<file path="src/rtl/pipelined_adder.sv">
// Pipelined add/subtract: the carry chain is cut into STAGES chunks of WIDTH/STAGES bits,
// each resolved in its own registered stage, with valid/ready flow control on both sides.
module pipelined_adder #(
  parameter int unsigned WIDTH  = 32,
  parameter int unsigned STAGES = 4
) (
  input  logic             clk,
  input  logic             rst,
  input  logic             in_valid,
  output logic             in_ready,
  input  logic [WIDTH-1:0] a,
  input  logic [WIDTH-1:0] b,
  input  logic             cin,
  input  logic             sub,
  output logic             out_valid,
  input  logic             out_ready,
  output logic [WIDTH-1:0] sum,
  output logic             cout,
  output logic             overflow,
  output logic             zero
);

  localparam int unsigned SafeStages = (STAGES == 0) ? 1 : STAGES;
  localparam int unsigned CW         = WIDTH / SafeStages;
  localparam int unsigned Last       = SafeStages - 1;
  localparam bit          BadCfg     = (STAGES == 0) || ((WIDTH % SafeStages) != 0);

  if (BadCfg) begin : g_param_check
    $error("pipelined_adder: STAGES must be >= 1 and divide WIDTH");
  end

  // Whole pipe freezes while the output beat is refused.
  logic w_stall;
  assign w_stall  = out_valid && !out_ready;
  assign in_ready = !w_stall;

  for (genvar k = 0; k < SafeStages; k++) begin : g_stage
    localparam int unsigned Lo = k * CW;
    localparam int unsigned Hi = Lo + CW;

    // Operand bits not yet consumed, and result bits resolved so far including this chunk.
    logic [WIDTH-1:Lo] w_a;
    logic [WIDTH-1:Lo] w_b;
    logic              w_c;
    logic              w_v;
    logic [CW:0]       w_chunk;
    logic [Hi-1:0]     w_s;

    logic [Hi-1:0]     r_s;
    logic              r_c;
    logic              r_v;

    if (k == 0) begin : g_head
      assign w_a = a;
      assign w_b = sub ? ~b : b;
      assign w_c = cin ^ sub;
      assign w_v = in_valid;
      assign w_s = w_chunk[CW-1:0];
    end else begin : g_tail
      assign w_a = g_stage[k-1].g_fwd.r_a;
      assign w_b = g_stage[k-1].g_fwd.r_b;
      assign w_c = g_stage[k-1].r_c;
      assign w_v = g_stage[k-1].r_v;
      assign w_s = {w_chunk[CW-1:0], g_stage[k-1].r_s};
    end

    assign w_chunk = {1'b0, w_a[Hi-1:Lo]} + {1'b0, w_b[Hi-1:Lo]} + {{CW{1'b0}}, w_c};

    always_ff @(posedge clk) begin
      if (rst) begin
        r_v <= 1'b0;
        r_s <= '0;
        r_c <= 1'b0;
      end else if (!w_stall) begin
        r_v <= w_v;
        if (w_v) begin
          r_s <= w_s;
          r_c <= w_chunk[CW];
        end
      end
    end

    if (k < Last) begin : g_fwd
      // Skew registers: only the operand bits still waiting for a later stage travel on.
      logic [WIDTH-1:Hi] r_a;
      logic [WIDTH-1:Hi] r_b;

      always_ff @(posedge clk) begin
        if (rst) begin
          r_a <= '0;
          r_b <= '0;
        end else if (!w_stall && w_v) begin
          r_a <= w_a[WIDTH-1:Hi];
          r_b <= w_b[WIDTH-1:Hi];
        end
      end
    end else begin : g_flags
      logic w_ovf;
      logic w_zero;
      logic r_ovf;
      logic r_zero;

      assign w_ovf  = (w_a[WIDTH-1] == w_b[WIDTH-1]) && (w_s[WIDTH-1] != w_a[WIDTH-1]);
      assign w_zero = (w_s == '0);

      always_ff @(posedge clk) begin
        if (rst) begin
          r_ovf  <= 1'b0;
          r_zero <= 1'b0;
        end else if (!w_stall && w_v) begin
          r_ovf  <= w_ovf;
          r_zero <= w_zero;
        end
      end
    end
  end

  assign out_valid = g_stage[Last].r_v;
  assign sum       = g_stage[Last].r_s;
  assign cout      = g_stage[Last].r_c;
  assign overflow  = g_stage[Last].g_flags.r_ovf;
  assign zero      = g_stage[Last].g_flags.r_zero;

endmodule
</file>
<file path="config.mk">
export PLATFORM = sky130hd
export DESIGN_NAME = pipelined_adder
export DESIGN_NICKNAME = d
export VERILOG_FILES = /design/src/rtl/pipelined_adder.sv
export SDC_FILE = /design/constraint.sdc
export NUM_CORES = 1
export LEC_CHECK = 0
export ABC_CLOCK_PERIOD_IN_PS = 4600
export BUFFER_PORTS_ARGS = -buffer_cell sky130_fd_sc_hd__buf_2
export CORE_MARGIN = 1
export CORE_UTILIZATION = 45
export DETAILED_ROUTE_END_ITERATION = 16
export PLACE_DENSITY_LB_ADDON = 0.2
export SETUP_SLACK_MARGIN = 0.2
export SLEW_MARGIN = 20
export SYNTH_ARGS = -nofsm -noshare
export SYNTH_HDL_FRONTEND = slang
export SYNTH_SLANG_ARGS = --single-unit
</file>
<file path="constraint.sdc">
create_clock -name clk -period 4.6 [get_ports clk]
set_input_delay 0.69 -clock clk [delete_from_list [all_inputs] [get_ports clk]]
set_output_delay 0.69 -clock clk [all_outputs]
set_load 0.02 [all_outputs]
</file>
==> summary.md <==
| Metric | Value |
|---|---|
| Run status | `completed` |
| Number of enable flip-flop cells after synthesis | `0` |
| Setup crit start kind | `flop` |
| Final instance area | `between 9000 and 10000 um^2` |
| Register area share after synthesis | `47.1%` |
| RSZ-0062 raised after global routing | `false` |
| Peak supply drop | `about 0.28 mV` |
| Final Hold Slack | `450 ps` |
| Commonest cells after routing, fill and taps aside | `nand2_1, dfxtp_1, a21oi_1` |
| Top cell type by total area after synthesis | `dfxtp_1` |
| Tcrit/Tclk final | `60.1%` |
| Dpl ws | `~1500 ps` |
| Vias in the first global route | `just under 6000` |
| Layout fillers | `between 1500 and 2000` |
| Die Width | `~130 um` |
| Net Sw Power | `888 uW` |
| H-tree Lvls | `4` |
| Core ar. | `between 15000 and 20000 um^2` |
| CTS Buf Count | `17` |
| FMAX | `362 MHz` |
| Reg power frac | `roughly 48%` |
| Min Tclk post-route | `~2800 ps` |
| Post-cts sizing count | `0` |
| Hold Fails Final Rpt | `0` |
| Logic pwr share | `9.5%` |
| Final Max Slew Viols | `0` |
| Internal cell power | `around 2.7 mW` |
| Share of layout cells above drive strength 1 | `between 10 and 15%` |
| Setup_tns | `0 ps` |
| Synthesized area per cell | `approximately 8 um^2` |
| Main synth FF type | `dfxtp_1` |
| Asr flop ratio synth | `0%` |
| Core Util, Final | `53.3%` |
| Max Cap Violations | `0` |
| Synth unique cells | `39` |
| DRT Pass-1 Iters | `4` |
| Pwr Density | `385 nW/um^2` |
| Final setup vio count | `0` |
| Crit path arrival time | `~3100 ps` |
| Post-CTS Hold Buffers | `0` |
| Placed Area | `roughly 8600 um^2` |
| Synth Register Bits | `roughly 190` |
| Ant. Diodes | `0` |
| Worst-margin pin slew | `979 ps` |
| Port bufs | `106` |
| Required time worst endpoint | `4960 ps` |
| Initial Utilization | `a little under half` |
| Switching fraction of total power | `about a quarter` |
| Routed Antenna Nets | `0` |
| Clk slew on worst S/H paths | `around 70 ps` |
| Slew margin rel. | `between 30% and 40%` |
| Layout area overhead | `16.1%` |
| DRC Markers | `0` |
| Yosys warns | `0` |
| Largest cells by area after synthesis | `dfxtp_1, nand2_1, a21oi_1` |
| Syn Std Cell Area | `about 8000 um^2` |
| Total chip power | `between 3 and 4 mW` |
| Skew-Pair Late Insertion Delay | `430 ps` |
| Setup WS post-layout | `between 1500 and 2000 ps` |
| Clk pwr share | `42.3%` |
| Mapped Nets | `around 1100` |
| Clock buffer depth | `2` |
| Number of I/O pins | `107` |
| DIE HEIGHT | `135 um` |
| Clk sink count | `around 190` |
| Iteration-0 DRC Markers | `324` |
| Finished Layout Cells | `1286` |
| FF+latch area | `3720 um^2` |
| Worst min-delay path class | `flop to flop` |
| Total grt overflow | `0` |
| Initial antenna violation count | `0` |
| GPL Wtd Cong | `roughly 0.82` |
| WL/cell | `roughly 13 um` |
| Final clock skew | `approximately 8.7 ps` |
| Drt total wl | `around 17000 um` |
| Mapped Cells | `around 980` |
| DP Cell Count | `~1300` |
| Worst setup path class | `flop to flop` |
| Pin count of the biggest net entering global routing | `78` |
| Die area | `18100 um^2` |
| Setup Fix Bufs, Post-CTS | `0` |
| Area occupied by multi-input gates | `just under 4000 um^2` |
| CP Capture Type | `flop` |
| DR vias/cell | `4.98` |
| Via count | `between 6000 and 7000` |
| All-Layer GR Usage | `roughly a fifth` |
| Leakage power | `between 3 and 4 nW` |
| Global-route wire length before repair | `roughly 29000 um` |
| Site Rows | `48` |
| Flop-to-flop setup slack | `roughly 1800 ps` |
| # nets final | `1154` |
| Post-synth top area share | `a little under half` |
| CTS tree | `built` |
| Post-DP HPWL | `approximately 12000 um` |
| Root buf cell | `clkbuf_16` |
| Critical Path Fanout Max | `2` |
| Commonest non-fill, non-tap cell in the layout | `nand2_1` |
## routing by layer
layer	track usage (%)	share of wire [%]	wire (um)	vias up
met5	0	0	0	-
met4	6.62	1.2	208	0
met3	3.94	3.7	632	18
met2	29.1	42	7110	116
met1	29.1	53	9030	2857
li1	-	-	-	3415
## final timing paths
check                       endpoint               start  cells after the start
setup / recovery                zero      g_stage[2].r_c                      9
hold reg to reg   g_stage[1].r_s[11]  g_stage[1].r_s[11]                      2
hold / removal    g_stage[1].r_s[11]  g_stage[1].r_s[11]                      2
setup reg to reg                zero      g_stage[2].r_c                      9
## power groups by stage
stage	logic (mW)	registers, mW	clock network (mW)
2_1_floorplan	0.243	1.73	0
3_3_place_gp	0.335	1.74	0
3_5_place_dp	0.337	1.74	0
4_1_cts	0.339	1.71	1.53
5_1_grt	0.379	1.71	1.59
6_report	0.336	1.71	1.50
## logic make-up (layout without fill, tap and decap cells)
group / after synthesis / count (layout) / synth area share [%]
flip-flops: 186 / 186 / 47.1
buffers and inverters: 84 / 170 / 3.99
XOR/XNOR: 51 / 51 / 5.65
AND/OR/NAND/NOR: 390 / 390 / 20.3
multiplexers: 1 / 1 / 0.127
adder cells (fa/ha/maj): 36 / 36 / 6.45
AO/OA/AOI/OAI: 227 / 227 / 16.4
## layout make-up
class	instances	area share, %
clock buffers	19	4.93
clock inverters	13	1.69
inverters	20	0.817
multi-input cells	705	42.2
flip-flops and latches	186	40.5
well taps	225	3.06
repair buffers	118	6.78
## synthesized netlist by cell type, drive strengths merged (2+ instances only)
cell type / count
inv: 19
clkbuf: 57
buf: 7
a211oi: 32
nor4: 10
and4: 3
nor2: 54
o21ai: 5
a311o: 4
o22ai: 4
ha: 28
o211ai: 8
nor3: 12
a21o: 9
o31ai: 2
nand2: 285
nand3: 9
fa: 8
xor2: 13
dfxtp: 186
xnor2: 38
and2: 6
a21oi: 159
nand3b: 4
## critical path, stage by stage (launching register included)
cell and delay (ps):
dfxtp_1 370, fa_1 230, inv_1 70, fa_1 540, nor4b_1 280, nand4_1 160
nor4_2 300, nand4b_1 120, or4b_1 500, a21oi_1 140
## state kept, by name, indices dropped and copies added (netlist names)
register           cells
g_stage.r_c            3
sum                   32
g_stage.r_s           48
g_stage.r_v            3
g_stage.g_fwd.r_a     48
g_stage.g_fwd.r_b     48
out_valid              1
cout                   1
zero                   1
overflow               1
Power figures use the tool's default switching activity.
